--- src/rtl/muldiv_pkg.sv ---
// muldiv_pkg
// Shared definitions for the iterative RV32M multiply/divide unit: datapath
// width, the funct3 operation encoding (also used by decode and the EX stage)
// and the sequencer state encoding. The helper functions classify an
// operation so the decode rules live in exactly one place.
package muldiv_pkg;

  localparam int XLEN = 32;

  typedef enum logic [2:0] {
    OP_MUL    = 3'b000,
    OP_MULH   = 3'b001,
    OP_MULHSU = 3'b010,
    OP_MULHU  = 3'b011,
    OP_DIV    = 3'b100,
    OP_DIVU   = 3'b101,
    OP_REM    = 3'b110,
    OP_REMU   = 3'b111
  } op_e;

  typedef enum logic [2:0] {
    ST_IDLE = 3'd0,
    ST_PREP = 3'd1,
    ST_CALC = 3'd2,
    ST_FIX  = 3'd3,
    ST_DONE = 3'd4
  } state_e;

  // All divide/remainder encodings have funct3[2] set.
  function automatic logic is_div(input op_e op);
    return op[2];
  endfunction

  // REM/REMU share funct3[1] among the divide group.
  function automatic logic is_rem(input op_e op);
    return op[2] & op[1];
  endfunction

  // rs1 is treated as signed by MULH, MULHSU, DIV and REM.
  function automatic logic a_is_signed(input op_e op);
    return (op == OP_MULH) || (op == OP_MULHSU) ||
           (op == OP_DIV)  || (op == OP_REM);
  endfunction

  // rs2 is treated as signed by MULH, DIV and REM (not MULHSU).
  function automatic logic b_is_signed(input op_e op);
    return (op == OP_MULH) || (op == OP_DIV) || (op == OP_REM);
  endfunction

endpackage

--- src/rtl/muldiv_sign_fix.sv ---
// muldiv_sign_fix
// Purely combinational sign handling around the unsigned core datapath.
//   PREP side: a_raw/b_raw/op -> neg_a/neg_b (operand is a signed negative)
//              and mag_a/mag_b (absolute values fed to the core).
//   FIX side : acc (64-bit product, or {remainder, quotient}) plus the
//              recorded signs sign_a/sign_b -> fixed (final 32-bit result
//              selected for op_fix).
module muldiv_sign_fix
  import muldiv_pkg::*;
#(
  parameter int XLEN = 32
) (
  input  logic [XLEN-1:0]   a_raw,
  input  logic [XLEN-1:0]   b_raw,
  input  op_e               op_prep,
  output logic              neg_a,
  output logic              neg_b,
  output logic [XLEN-1:0]   mag_a,
  output logic [XLEN-1:0]   mag_b,
  input  op_e               op_fix,
  input  logic              sign_a,
  input  logic              sign_b,
  input  logic [2*XLEN-1:0] acc,
  output logic [XLEN-1:0]   fixed
);

  logic [2*XLEN-1:0] prod;
  logic [XLEN-1:0]   quo;
  logic [XLEN-1:0]   rem;

  // Magnitudes: only operands the op treats as signed get negated.
  always_comb begin
    neg_a = a_is_signed(op_prep) & a_raw[XLEN-1];
    neg_b = b_is_signed(op_prep) & b_raw[XLEN-1];
    mag_a = neg_a ? (~a_raw + 1'b1) : a_raw;
    mag_b = neg_b ? (~b_raw + 1'b1) : b_raw;
  end

  // Product and quotient take the XOR of the signs; the remainder follows
  // the dividend so that quotient*divisor + remainder == dividend.
  always_comb begin
    prod  = (sign_a ^ sign_b) ? (~acc + 1'b1) : acc;
    quo   = (sign_a ^ sign_b) ? (~acc[XLEN-1:0] + 1'b1) : acc[XLEN-1:0];
    rem   = sign_a ? (~acc[2*XLEN-1:XLEN] + 1'b1) : acc[2*XLEN-1:XLEN];
    fixed = '0;
    case (op_fix)
      OP_MUL:                         fixed = prod[XLEN-1:0];
      OP_MULH, OP_MULHSU, OP_MULHU:   fixed = prod[2*XLEN-1:XLEN];
      OP_DIV, OP_DIVU:                fixed = quo;
      OP_REM, OP_REMU:                fixed = rem;
      default:                        fixed = '0;
    endcase
  end

endmodule

--- src/rtl/muldiv_unit.sv ---
// muldiv_unit
// Iterative RV32M multiply/divide unit. One operand bit per cycle through a
// shared 64-bit accumulator: shift-add for multiply, restoring
// shift-subtract for divide. Divide-by-zero and signed overflow bypass the
// iteration.
// Ports:
//   clk, rst_n      clock, asynchronous active-low reset
//   start           request, only honoured in IDLE
//   op              RV32M funct3
//   a_in, b_in      rs1 / rs2 operands, captured when start is accepted
//   flush           synchronous kill, returns to IDLE without a done pulse
//   busy            high whenever not IDLE
//   done            one-cycle pulse, result valid in that cycle
//   result          last completed result, held until the next completion
module muldiv_unit
  import muldiv_pkg::*;
#(
  parameter int XLEN = 32
) (
  input  logic            clk,
  input  logic            rst_n,
  input  logic            start,
  input  logic [2:0]      op,
  input  logic [XLEN-1:0] a_in,
  input  logic [XLEN-1:0] b_in,
  input  logic            flush,
  output logic            busy,
  output logic            done,
  output logic [XLEN-1:0] result
);

  state_e            state;
  state_e            state_next;
  op_e               op_q;
  logic [XLEN-1:0]   a_q;
  logic [XLEN-1:0]   b_q;
  logic              sign_a_q;
  logic              sign_b_q;
  logic              special_q;
  logic [4:0]        cnt;
  logic [XLEN-1:0]   addend;
  logic [2*XLEN-1:0] acc;
  logic [XLEN-1:0]   res_fix;

  logic              neg_a;
  logic              neg_b;
  logic [XLEN-1:0]   mag_a;
  logic [XLEN-1:0]   mag_b;
  logic [XLEN-1:0]   fixed;

  logic              div_zero;
  logic              div_ovf;
  logic              special;
  logic [XLEN-1:0]   special_val;

  logic [XLEN:0]     mul_sum;
  logic [2*XLEN-1:0] mul_next;
  logic [XLEN:0]     rem_shift;
  logic [XLEN:0]     div_diff;
  logic [2*XLEN-1:0] div_next;

  muldiv_sign_fix #(.XLEN(XLEN)) u_sign_fix (
    .a_raw   (a_q),
    .b_raw   (b_q),
    .op_prep (op_q),
    .neg_a   (neg_a),
    .neg_b   (neg_b),
    .mag_a   (mag_a),
    .mag_b   (mag_b),
    .op_fix  (op_q),
    .sign_a  (sign_a_q),
    .sign_b  (sign_b_q),
    .acc     (acc),
    .fixed   (fixed)
  );

  // Cases whose architectural result is fixed and needs no iteration.
  always_comb begin
    div_zero    = is_div(op_q) && (b_q == '0);
    div_ovf     = ((op_q == OP_DIV) || (op_q == OP_REM)) &&
                  (a_q == {1'b1, {(XLEN-1){1'b0}}}) && (b_q == '1);
    special     = div_zero || div_ovf;
    special_val = '0;
    if (div_zero)
      special_val = is_rem(op_q) ? a_q : '1;
    else if (div_ovf)
      special_val = is_rem(op_q) ? '0 : {1'b1, {(XLEN-1){1'b0}}};
  end

  // One iteration step. Multiply: acc = {partial hi, multiplier}, add the
  // multiplicand when the LSB is set, then shift right through the carry.
  // Divide: acc = {remainder, dividend/quotient}, shift left one bit and
  // keep the trial subtraction if it does not borrow.
  always_comb begin
    mul_sum   = {1'b0, acc[2*XLEN-1:XLEN]} + (acc[0] ? {1'b0, addend} : '0);
    mul_next  = {mul_sum, acc[XLEN-1:1]};
    rem_shift = acc[2*XLEN-1:XLEN-1];
    div_diff  = rem_shift - {1'b0, addend};
    if (!div_diff[XLEN])
      div_next = {div_diff[XLEN-1:0], acc[XLEN-2:0], 1'b1};
    else
      div_next = {acc[2*XLEN-2:XLEN-1], acc[XLEN-2:0], 1'b0};
  end

  // State register.
  always_ff @(posedge clk or negedge rst_n) begin
    if (!rst_n)
      state <= ST_IDLE;
    else
      state <= state_next;
  end

  // Next-state logic; flush overrides everything, including start in IDLE.
  always_comb begin
    state_next = state;
    if (flush) begin
      state_next = ST_IDLE;
    end else begin
      case (state)
        ST_IDLE: if (start) state_next = ST_PREP;
        ST_PREP: state_next = special ? ST_FIX : ST_CALC;
        ST_CALC: if (cnt == 5'd0) state_next = ST_FIX;
        ST_FIX:  state_next = ST_DONE;
        ST_DONE: state_next = ST_IDLE;
        default: state_next = ST_IDLE;
      endcase
    end
  end

  // Output decode.
  always_comb begin
    busy = (state != ST_IDLE);
  end

  // Datapath. result/done are registered out of DONE so the pulse and the
  // new value appear together in the cycle after DONE.
  always_ff @(posedge clk or negedge rst_n) begin
    if (!rst_n) begin
      op_q      <= OP_MUL;
      a_q       <= '0;
      b_q       <= '0;
      sign_a_q  <= 1'b0;
      sign_b_q  <= 1'b0;
      special_q <= 1'b0;
      cnt       <= 5'd0;
      addend    <= '0;
      acc       <= '0;
      res_fix   <= '0;
      result    <= '0;
      done      <= 1'b0;
    end else begin
      done <= 1'b0;
      case (state)
        ST_IDLE: begin
          if (start && !flush) begin
            op_q <= op_e'(op);
            a_q  <= a_in;
            b_q  <= b_in;
          end
        end
        ST_PREP: begin
          sign_a_q  <= neg_a;
          sign_b_q  <= neg_b;
          special_q <= special;
          cnt       <= 5'd31;
          if (special) begin
            acc    <= {{XLEN{1'b0}}, special_val};
            addend <= '0;
          end else if (is_div(op_q)) begin
            acc    <= {{XLEN{1'b0}}, mag_a};
            addend <= mag_b;
          end else begin
            acc    <= {{XLEN{1'b0}}, mag_b};
            addend <= mag_a;
          end
        end
        ST_CALC: begin
          if (!flush) begin
            acc <= is_div(op_q) ? div_next : mul_next;
            if (cnt != 5'd0)
              cnt <= cnt - 5'd1;
          end
        end
        ST_FIX: begin
          res_fix <= special_q ? acc[XLEN-1:0] : fixed;
        end
        ST_DONE: begin
          if (!flush) begin
            result <= res_fix;
            done   <= 1'b1;
          end
        end
        default: ;
      endcase
    end
  end

endmodule

--- config.mk ---
export PLATFORM = sky130hd
export DESIGN_NAME = muldiv_unit
export DESIGN_NICKNAME = d
export VERILOG_FILES = /design/src/rtl/muldiv_pkg.sv /design/src/rtl/muldiv_sign_fix.sv /design/src/rtl/muldiv_unit.sv
export SDC_FILE = /design/constraint.sdc
export NUM_CORES = 1
export LEC_CHECK = 0
export BUFFER_PORTS_ARGS = -buffer_cell sky130_fd_sc_hd__buf_2
export CAP_MARGIN = 20
export CORE_ASPECT_RATIO = 1.1
export CORE_MARGIN = 2
export CORE_UTILIZATION = 55
export CTS_CLUSTER_SIZE = 25
export DETAILED_ROUTE_END_ITERATION = 10
export GPL_TIMING_DRIVEN = 0
export PLACE_DENSITY_LB_ADDON = 0.15
export SLEW_MARGIN = 30
export SYNTH_ARGS = -nofsm -noshare
export SYNTH_HDL_FRONTEND = slang
export SYNTH_SLANG_ARGS = --single-unit
--- constraint.sdc ---
create_clock -name clk -period 3.4 [get_ports clk]
set_clock_uncertainty 0.05 [all_clocks]
set_input_delay 0 -clock clk [delete_from_list [all_inputs] [get_ports clk]]
set_output_delay 0 -clock clk [all_outputs]
set_load 0.05 [all_outputs]
-- Yosys cells after proc, flatten, opt, wreduce, memory -nomap -nowiden
Cells that the tools add are included.
- output and inout bits: 34
- flip-flop bits (word level): 239
- multiplexer cells: 30
- eq/ne operators: 17
- bitwise gates (word level): 10
- $add $sub $neg: 8
- reduce and logical (&&, ||, !) cells: 27
- operators by type and width (operator ; count):
    two-way mux 32 bit ; 14
    two-way mux 64 bit ; 4
    adder 32 x 1 -> 32 bit (second input constant) ; 4
    NOT 32 bit ; 4
    case mux 32 bit (4 select lines) ; 1
    case mux 64 bit (2 select lines) ; 1
    adder 64 x 1 -> 64 bit (second input constant) ; 1
    == test 32 bit (second input constant) ; 2
    NOT 64 bit ; 1
    adder 32 x 32 -> 33 bit ; 1
    subtractor 33 x 32 -> 33 bit ; 1
    zero test 32 bit ; 1
    == test 3 bit (second input constant) ; 5
    == test 3 x 2 -> 1 bit (second input constant) ; 4
    case mux 3 bit (4 select lines) ; 1
    two-way mux 5 bit ; 2
    case mux 5 bit (2 select lines) ; 1
    two-way mux 3 bit ; 3
    AND reduction 2 bit ; 4
    logical OR 1 bit ; 7
    == test 3 x 1 -> 1 bit (second input constant) ; 2
    zero test 3 bit ; 2
    != test 3 bit (second input constant) ; 2
    zero test 5 bit ; 1
    14 further kinds ; 23

-- Longest topological paths before layout
Gate-level depths: netlist of run 1.
- depth after elaboration: 9
- mapped depth: 14

-- Modules after synthesis
A second synthesis of run 1 with hierarchy kept.
- cell total of the unflattened synthesis: 2261
- area total of the unflattened synthesis: 19383.6 sq um
- by module, submodules not included (module ; cells an instance ; area each (sq um) ; times used ; sequential area each (sq um)):
    muldiv_unit ; 1584 ; 15159.5 ; 1 ; 5980.7
    muldiv_sign_fix ; 677 ; 4224.1 ; 1 ; 0.0

-- Least setup slack after synthesis of run 1
No wires, ideal clock.
- path type: register to register
- from: register acc[31]
- to: register acc[36]
- stages on the path, launching flop included: 13
- required time: 3.224 ns
- buffers on the path: 0
- slack: 0.013 ns
- data arrival time: 3.212 ns
- cell sequence: dfrtp_1 inv_1 ha_1 fa_1 nor2b_1 o31a_1 o41ai_2 o31ai_1 o211ai_1 a21oi_1 nor2_1 mux2_2 a221o_1
- cells in the longest elaborated chain, start to end: 5
- RTL lines (element ; RTL line ; source):
    start: declaration ; muldiv_unit.sv:42 ; logic [2*XLEN-1:0] acc;
    start signal: assignment ; muldiv_unit.sv:167 ; acc <= {{XLEN{1'b0}}, special_val};
    start signal: assignment ; muldiv_unit.sv:170 ; acc <= {{XLEN{1'b0}}, mag_a};
    start signal: assignment ; muldiv_unit.sv:173 ; acc <= {{XLEN{1'b0}}, mag_b};
    subtractor 33 x 32 -> 33 bit ; muldiv_unit.sv:98 ; div_diff = rem_shift - {1'b0, addend};
    two-way mux 64 bit ; muldiv_unit.sv:99 ; if (!div_diff[XLEN])
    two-way mux 64 bit ; muldiv_unit.sv:179 ; acc <= is_div(op_q) ? div_next : mul_next;
    two-way mux 64 bit ; muldiv_unit.sv:178 ; if (!flush) begin
    case mux 64 bit (2 select lines) ; muldiv_unit.sv:153 ; case (state)
Every way passes these cells. The select of a mux whose other input is x is not followed.
A chain may end at the register's enable or synchronous reset.

-- Final worst setup path of run 1
- from: register op_q[0]
- to: register acc[19]
- cells in the longest elaborated chain, start to end: 9
- elaborated cells between the ends (all ways): 22
- classes of those cells: eq/ne (4); mux (7); bitwise (2); reduce/logical (9)
- RTL lines (element ; RTL line ; source):
    start: declaration ; muldiv_unit.sv:34 ; op_e op_q;
    start signal: assignment ; muldiv_unit.sv:156 ; op_q <= op_e'(op);
    == test 3 x 1 -> 1 bit / == test 3 x 2 -> 1 bit (equally long branches) ; muldiv_pkg.sv:41, muldiv_pkg.sv:47 ;
    logical OR 1 bit (2 in a row) ; muldiv_pkg.sv:41 ; return (op == OP_MULH) || (op == OP_MULHSU) ||
    logical OR 1 bit ; muldiv_pkg.sv:42 ; (op == OP_DIV) || (op == OP_REM);
    AND 1 bit ; muldiv_sign_fix.sv:33 ; neg_a = a_is_signed(op_prep) & a_raw[XLEN-1];
    two-way mux 32 bit ; muldiv_sign_fix.sv:35 ; mag_a = neg_a ? (~a_raw + 1'b1) : a_raw;
    two-way mux 32 bit ; muldiv_unit.sv:169 ; end else if (is_div(op_q)) begin
    two-way mux 32 bit * ; muldiv_unit.sv:166 ; if (special) begin
    case mux 64 bit (2 select lines) * ; muldiv_unit.sv:153 ;
Every way passes the cells marked *; elsewhere a longest branch is shown, timed or not.

==> results.md, run 1 <==
Run status:
- The flow ran to the end, but the final reports show violations.
- The checks that failed: negative setup slack.

Clock tree:
- TritonCTS created 27 clock buffers.
- The clock transition time at the flip-flop clock pins of the worst setup and hold paths is 0.07 ns.
- The clock latency of the later-clocked register in the worst-skew pair is 0.58 ns.
- The H-tree depth is 1.
- The maximum clock insertion buffer count is 3.
- The number of sinks handled by clock tree synthesis is 239.
- CTS placed an instance of sky130_fd_sc_hd__clkbuf_16 at the clock tree root.
- TritonCTS built the clock tree.

Placement:
- The congestion estimate from routability-driven global placement came to 1.10.
- Once detailed placement completed, the half-perimeter wirelength came to 55100 um.
- The number of placed instances with taps included is 2811.
- The number of port buffers is 103.

Power and ir drop:
- The power share of the combinational group is 0.642.
- Of the total power, the share spent switching nets is 0.525.
- The ratio of total power to cell area is 1050 nW/um2.
- The static power due to leakage is 9.69 nW.
- IR analysis of the VDD net gives a maximum drop of 0.000699 V.
- Of the total power, the clock network draws 0.137.
- The cell-internal power is 11.2 mW.
- The sequential share of power is 0.221.
- Summed over all nets, the switching power comes to 12.4 mW.

Synth:
- In the synthesized netlist the dominant register cell turns out to be sky130_fd_sc_hd__dfrtp_1.
- A synthesized cell averages 8.26 um2.
- Synthesis handed over a netlist of 2273 instances.
- The netlist area before placement is 18800 um2.
- The dominant cell by count in the synthesized netlist is sky130_fd_sc_hd__dfrtp_1.
- The commonest cells after synthesis are sky130_fd_sc_hd__dfrtp_1, sky130_fd_sc_hd__o21ai_0, sky130_fd_sc_hd__nand2_1.
- Summed over all instances, the cell type with the most area after synthesis is sky130_fd_sc_hd__dfrtp_1.
- The number of storage elements in the synthesis netlist is 239.
- The number of enable flip-flop cells after synthesis is 0.
- The number of library cell types mapped by synthesis is 81.
- Yosys printed 0 warnings.
- The share of Yosys cell area claimed by the top area cell type is 0.319.
- Of the synthesized area, sequential elements account for 0.319.
- In the post-synthesis netlist, the biggest area contributors are sky130_fd_sc_hd__dfrtp_1, sky130_fd_sc_hd__mux2_2, sky130_fd_sc_hd__o21ai_0, sky130_fd_sc_hd__ha_1, sky130_fd_sc_hd__nand2_1.
- The fraction of registers with async set or reset after synthesis is 1.00.
- The synthesized net count is 2417.

Timing:
- The number of failing setup endpoints in the final timing report is 1.
- The smallest clock period supported by the final layout is computed as 3.53 ns.
- The max-slew headroom at the worst pin is 0.357.
- The achievable clock frequency is 283 MHz.
- The tightest hold path in the finished design has a slack of 0.150 ns.
- The number of slew-limit violations in the final report is 0.
- The final count of hold timing violations is 0.
- Once routing completed, OpenROAD measured the worst setup slack at -0.131 ns.
- The post-route fraction of the period consumed by the critical path is 1.04.
- Setup repair after global routing could not meet its margin everywhere.
- At the pin with the least slew margin, the transition time is 0.956 ns.

Floorplan:
- The die is 198 um tall.
- The die covers 35600 um2.
- 105 I/O pins were placed.
- Row generation in the floorplan step produced 70 rows.
- The total area inside the core boundary comes to 33500 um2.
- For this configuration, the core starts out at a cell density of 0.561.
- The die width is 180 um.

GRT:
- The aggregate global routing overflow is 0.
- The first global-routing pass estimated 113000 um of wire.
- The number of global-route vias before repair was 18900.
- Across every metal layer, demand over resource in global routing totals 0.409.
- Entering global routing, the biggest net connects 86 pins.
- The initial antenna violation count is 0.

Final layout:
- The register area is 6000 um2.
- The area of the multi-input gates is 12500 um2.
- Compared with the post-synthesis result, the final layout area differs by 19.7%.
- The final layout net count is 2645.
- The share of cells above drive strength 1 is 0.173.
- The filler cell count in the final layout is 2810.
- The filler-free cell count of the finished design is 2954.

Routing:
- The number of DRC markers in iteration 0 is 2348.
- The post-detailed-route via-to-cell ratio is 6.74.
- The routed layout has 19900 vias.
- For this run, the detailed router's first-pass iteration total came to 7.
- Once detail routing completed, the nets flagged for antenna violations numbered 0.
- The detailed route wirelength on metal2 is 32800 um.
- The DRC violation count after routing is 0.
- The aggregate routed wire length is 74800 um.
- The average wire per cell in the routed design is 25.3 um.
- After detailed routing, the met3 layer carries 7420 um of wire.
- In the final routing, the length of wire on met1 measures 27900 um.
- The top routing layer in use is met4.

Setup path:
- The worst setup path is launched from a flip-flop.
- The data required time of the critical path is 3.82 ns.
- The critical path arrival is 3.96 ns.
- The setup path with the least slack is of type reg -> reg.
- The largest driver fanout on the critical path is 10.
- The sort of element at the end of the critical path is a flip-flop.

Worst hold path:
- The kind of path behind the tightest hold check is in -> reg.

Run:
- The count of max-cap constraint violations is 0.
[metal layers]
layer,GRT usage,vias to the layer above
met1,0.517,9482
met2,0.638,1291
li1,-,8780
met5,0,-
met4,0.302,0
met3,0.0657,363
[final timing paths]
path	start	end	slack (ns)	cells after the start
setup / recovery	op_q[0]$_DFFE_PN0P_	acc[19]$_DFFE_PN0P_	-0.13	10
hold / removal	b_in[19]	b_q[19]$_DFFE_PN0P_	0.15	3
setup reg to reg	op_q[0]$_DFFE_PN0P_	acc[19]$_DFFE_PN0P_	-0.13	10
hold reg to reg	res_fix[31]$_DFFE_PN0N_	res_fix[31]$_DFFE_PN0N_	0.42	2
max in group asynchronous	rst_n	result[14]$_DFFE_PN0P_	2.16	4
min in group asynchronous	rst_n	b_q[30]$_DFFE_PN0P_	0.40	3
[worst max-delay path: stages, from the launching register on]
cell	delay, ns
sky130_fd_sc_hd__dfrtp_1	0.71
sky130_fd_sc_hd__or3_1	0.34
sky130_fd_sc_hd__and3_1	0.19
sky130_fd_sc_hd__clkbuf_1	0.19
sky130_fd_sc_hd__clkbuf_1	0.45
sky130_fd_sc_hd__o31ai_1	0.21
sky130_fd_sc_hd__xnor2_2	0.44
sky130_fd_sc_hd__nand2_1	0.11
sky130_fd_sc_hd__o21ai_0	0.24
sky130_fd_sc_hd__a21oi_1	0.22
sky130_fd_sc_hd__a311oi_1	0.28
[placed cells by master (no fill, tap or decap), types with 70 or more instances in the layout]
cell                            count
sky130_fd_sc_hd__nor2_1           178
sky130_fd_sc_hd__dfrtp_1          227
sky130_fd_sc_hd__xor2_1            70
sky130_fd_sc_hd__nand2_1          212
sky130_fd_sc_hd__clkbuf_1         127
sky130_fd_sc_hd__xnor2_1           89
sky130_fd_sc_hd__o21ai_0          224
sky130_fd_sc_hd__a21oi_1          144
sky130_fd_sc_hd__mux2_2           106
sky130_fd_sc_hd__buf_2            108
sky130_fd_sc_hd__dlygate4sd3_1     71
[area by class of cell]
class                      instances  area share
inverter                          65      0.0110
timing repair buffer             208      0.0695
buffer                           153      0.0281
antenna                            1    0.000111
sequential                       239       0.267
multi-input combinational       1807       0.557
clock inverter                    14     0.00958
tap                              432      0.0241
clock buffer                      35      0.0336
[registers in the layout, indices dropped and copies added (netlist names), 3 cells and up]
register,cells
acc,64
a_q,32
op_q,3
addend,32
result,32
res_fix,32
b_q,32
cnt,5
state,3
[cell families after synthesis]
group / after synthesis / synth area share
xor gates and xnor gates: 162 / 0.0756
muxes: 155 / 0.0898
DFF: 239 / 0.319
AOI/OAI and AO/OA: 722 / 0.242
and+or+nand+nor: 695 / 0.179
buffers and inverters: 227 / 0.0463
adders and majority gates: 73 / 0.0495
[power groups by stage]
stage	combinational, mW	sequential [mW]	clock (mW)
floorplan	9.35	4.90	0
global placement	13.2	5.05	0
detailed placement	13.4	5.11	0
CTS	13.9	5.09	3.24
global route	16.1	5.31	3.38
finish	15.2	5.23	3.25
[metrics by stage]
step	worst slack (ns)	TNS, ns	cell area [um2]	total power [mW]	util
detailed placement	-1.26	-50.79	19900	18.5	0.595
global route	-0.0829	-0.329	22500	24.8	0.671
global placement	-1.98	-512.26	19800	18.2	0.593
finish	-0.131	-0.131	22500	23.7	0.671
floorplan	0.0125	0	18800	14.2	-
CTS	0.00213	0	22000	22.3	0.658
[repair_timing]
item / 4_1_cts / 5_1_grt
hold buffers: 72 / 0
buffers inserted: 21 / 10
cloned: 0 / 0
setup endpoints to repair: 100 / 96
gates resized for setup: 66 / 92
hold endpoints to repair: 310 / 0
pin swaps: 12 / 18
No activity file was read; power rests on OpenSTA's default activity.
==> inputs of run 2 (changes only) <==
ABC_AREA = 1   (was unset)
==> run 2 against run 1 <==
Effect of this change: the flow now finishes without violations; synthesized cell count up 64%; flip-flop and latch count stayed put; first-iteration DRC count increased by 37%; wire length increased by 26%; core utilization fell by 3.8 points; sequential power rose by 6.1%; worst hold slack lost 0.0030 ns; global-route usage up 3.9 points; maximum frequency is 11% higher; critical path type unchanged.
==> results.md, run 2 <==
Clock tree:
- The clock latency of the later-clocked register in the worst-skew pair is 0.57 ns.
- CTS placed an instance of sky130_fd_sc_hd__clkbuf_16 at the clock tree root.
- The maximum clock insertion buffer count is 3.
- The number of buffers added by the clock tree synthesis step is 26.
- The H-tree depth is 1.
- The post-CTS setup-driven buffer insertion count is 0.
- The number of sinks handled by clock tree synthesis is 239.
- The clock transition time at the flip-flop clock pins of the worst setup and hold paths is 0.07 ns.
- TritonCTS built the clock tree.

Floorplan:
- The floorplan step set the die height to 214 um.
- For this configuration, the core starts out at a cell density of 0.560.
- The number of core rows is 76.
- 105 I/O pins were placed.
- The floorplan step defined a die boundary enclosing 41600 um2.
- The region available for standard cell placement spans 39300 um2.
- The die width is 195 um.

Setup path:
- Data on the critical path is required at its endpoint by 3.81 ns.
- The worst setup path is of the reg -> reg kind.
- In this run the worst path has a maximum fanout of 18.
- The worst-case register-to-register setup slack is 0.21 ns.
- The worst setup path is captured at a flip-flop.
- STA classifies the critical path startpoint as a flip-flop.
- Data arrives at the worst endpoint at 3.61 ns.

GRT:
- The initial antenna violation count is 2.
- The maximum number of pins on one net before global-route repair is 86.
- In the global route stage, overall resource usage came out at 0.448.
- The first global-routing pass estimated 141000 um of wire.
- The number of global-route vias before repair is 24200.
- The aggregate global routing overflow is 0.

Synth:
- The commonest register cell after synthesis is sky130_fd_sc_hd__dfrtp_1.
- The number of storage elements in the synthesis netlist is 239.
- In the post-synthesis netlist, the biggest area contributors are sky130_fd_sc_hd__dfrtp_1, sky130_fd_sc_hd__nand2_1, sky130_fd_sc_hd__nand3_1, sky130_fd_sc_hd__nor2_1, sky130_fd_sc_hd__inv_1.
- The synthesized netlist contains 56 unique library cells.
- The synthesized net count is 3875.
- Yosys mapped a number of flops with a built-in enable equal to 0.
- The share of Yosys cell area claimed by the top area cell type is 0.272.
- During synthesis, Yosys emitted a total of 0 warnings.
- Summing every instance area after synthesis gives 22000 um2.
- By count the netlist is led by sky130_fd_sc_hd__nand2_1, sky130_fd_sc_hd__nor2_1, sky130_fd_sc_hd__inv_1.
- The dominant cell by count in the synthesized netlist is sky130_fd_sc_hd__nand2_1.
- Of the synthesized area, sequential elements account for 0.272.
- The leading area contributor after synthesis is sky130_fd_sc_hd__dfrtp_1.
- The average cell area after synthesis is 5.89 um2.
- The cell count after synthesis came out at 3731.
- Counting flops with an async set or reset pin after synthesis yields a share of 1.00.

Timing:
- The number of slew-limit violations in the final report was 0.
- The number of failing setup endpoints in the final timing report is 0.
- The worst pin sits at a relative slew slack of 0.280.
- The setup slack after layout is 0.208 ns.
- The post-route fraction of the period consumed by the critical path is 0.939.
- The worst-case hold slack is 0.147 ns.
- The time the final worst path needs with I/O delays and setup is 3.19 ns.
- For the pin with the worst max-slew slack, the measured transition is 1.08 ns.
- The final count of hold timing violations is 0.
- The achievable clock frequency is 313 MHz.

Power and ir drop:
- Summed over all cells, the static leakage comes to 13.4 nW.
- The maximum resistive drop on vdd is 0.000548 V.
- Power spread over the standard cell area amounts to 1020 nW/um2.

Placement:
- Before CTS, the worst setup slack after placement is -0.252 ns.
- The count of buffers added on input and output ports is 104.
- The HPWL after detailed placement is 73200 um.
- The routability congestion estimate is 1.09.
- Once placement completed, the tool counted placed cells totaling 4344.

Final layout:
- The multi-input combinational cells in the finished layout cover a total of 13700 um2.
- The commonest non-fill, non-tap cell in the layout is sky130_fd_sc_hd__nand2_1.
- Leaving out fill and tap cells, the most frequent cells in the layout are sky130_fd_sc_hd__nand2_1, sky130_fd_sc_hd__nor2_1, sky130_fd_sc_hd__inv_1.
- In the final layout, the share of cells above drive strength 1 is 0.0721.
- The register area is 5980 um2.
- The filler cell count in the final layout is 3895.
- The antenna diode instance count is 0.
- The final layout contains 4080 nets.
- Compared with the post-synthesis result, the final layout area differs by 13.1%.
- Leaving out filler cells and counting taps, the final layout contains 4461.
- The register ranked first by flip-flop count is acc.
- The flip-flop count of the largest register after layout is 64.

Routing:
- The post-detailed-route via-to-cell ratio is 5.88.
- For this run, design rule violations remaining after detail routing come to 0.
- The number of optimization iterations in the first detailed-route pass is 7.
- Dividing the detail-routed wire length by the instance count gives 21.1 um.
- The detail route stage leaves a number of antenna-violating nets equal to 0.
- The aggregate routed wire length is 94200 um.
- After the first detailed-routing iteration, the DRC count stood at 3209.
- The final route contains 26200 vias.

Worst hold path:
- The kind of path behind the tightest hold check is in -> reg.

Run status:
- The flow ran to the end, and the final reports show no timing, DRC or antenna violations.

Run:
- The tool flagged a number of max-cap violations equal to 0.
-- run 2: changes by cell type in the layout (fill, tap and decap cells not counted), moves of 53 or more --
| cell | before | now |
|---|---|---|
| sky130_fd_sc_hd__nand3_1 | 41 | 355 |
| sky130_fd_sc_hd__inv_1 | 60 | 438 |
| sky130_fd_sc_hd__clkbuf_1 | 127 | 74 |
| sky130_fd_sc_hd__mux2_2 | 106 | 6 |
| sky130_fd_sc_hd__nand2_1 | 212 | 1279 |
| sky130_fd_sc_hd__a21oi_1 | 144 | 202 |
| sky130_fd_sc_hd__xnor2_1 | 89 | 19 |
| sky130_fd_sc_hd__nor2_1 | 178 | 460 |
-- run 2: critical path, stage by stage (launching register included) --
cell	delay [ns]
sky130_fd_sc_hd__dfrtp_1	0.33
sky130_fd_sc_hd__clkbuf_4	0.29
sky130_fd_sc_hd__nand2_1	0.09
sky130_fd_sc_hd__inv_1	0.06
sky130_fd_sc_hd__ha_1	0.23
sky130_fd_sc_hd__inv_1	0.09
sky130_fd_sc_hd__fa_1	0.39
sky130_fd_sc_hd__inv_1	0.13
sky130_fd_sc_hd__nand3_1	0.09
sky130_fd_sc_hd__nand2_1	0.18
sky130_fd_sc_hd__nand2_1	0.07
sky130_fd_sc_hd__nand3_1	0.19
sky130_fd_sc_hd__nand2_1	0.08
sky130_fd_sc_hd__nand2_1	0.15
sky130_fd_sc_hd__nand2_1	0.12
sky130_fd_sc_hd__nand3_1	0.10
sky130_fd_sc_hd__nand2_1	0.05
sky130_fd_sc_hd__nor2_1	0.18
sky130_fd_sc_hd__nor2_1	0.09
sky130_fd_sc_hd__nand2_1	0.08
sky130_fd_sc_hd__nand2_1	0.04
-- run 2: cell type report --
type,instances,share of cell area
Inverter,460,0.0697
Timing Repair Buffer,178,0.0533
Clock inverter,12,0.00649
Multi-Input combinational cell,2900,0.549
Tap cell,507,0.0255
Clock buffer,34,0.0302
Sequential cell,239,0.241
Buffer,131,0.0248
-- run 2: path summary, 6_finish.rpt --
check	start	endpoint	depth (start not counted)
hold / removal	b_in[8]	b_q[8]$_DFFE_PN0P_	3
hold reg to reg	res_fix[1]$_DFFE_PN0N_	result[1]$_DFFE_PN0P_	2
min in group asynchronous	rst_n	acc[48]$_DFFE_PN0P_	3
setup reg to reg	acc[0]$_DFFE_PN0P_	acc[59]$_DFFE_PN0P_	20
max in group asynchronous	rst_n	result[6]$_DFFE_PN0P_	4
setup / recovery	acc[0]$_DFFE_PN0P_	acc[59]$_DFFE_PN0P_	20
-- run 2: metrics by stage --
stage / cell area [um2] / setup TNS, ns / power (mW) / util
after global routing: 24900 / -0.00482 / 27.1 / 0.633
after global placement: 23100 / -467.01 / 21.4 / 0.589
final: 24900 / 0 / 25.5 / 0.633
after floorplan: 22000 / 0 / 16.1 / -
after CTS: 24900 / 0 / 24.6 / 0.633
after detailed placement: 23200 / -0.891 / 21.5 / 0.591
-- run 2: cell families after synthesis --
logic type      after synthesis  share of synthesized area
buf+inv                     592                      0.107
flops                       239                      0.272
compound gates              509                      0.125
fa+ha+maj                    73                     0.0422
simple gates               2244                      0.424
mux                           6                    0.00307
xor+xnor                     68                     0.0271
-- run 2: metal layers --
metal,global-route usage,vias to the layer above,share of wire
met3,0.0878,352,0.11
met5,0,-,0.00012
met2,0.711,1628,0.43
met4,0.276,2,0.071
met1,0.569,11900,0.39
li1,-,12300,-
-- run 2: where the power goes --
| part | internal, mW | switching [mW] | total, mW |
|---|---|---|---|
| sequential | 3.89 | 1.66 | 5.55 |
| clock | 1.79 | 1.28 | 3.06 |
| combinational | 4.94 | 11.9 | 16.9 |
| total | 10.6 | 14.9 | 25.5 |
-- run 2: repair_timing --
action / in CTS / in global routing
hold buffers: 72 / 0
endpoints found under the hold margin: 310 / 0
pin swaps: 0 / 0
resized for setup: 0 / 3
cloned: 0 / 0
endpoints found under the setup margin: 7 / 9
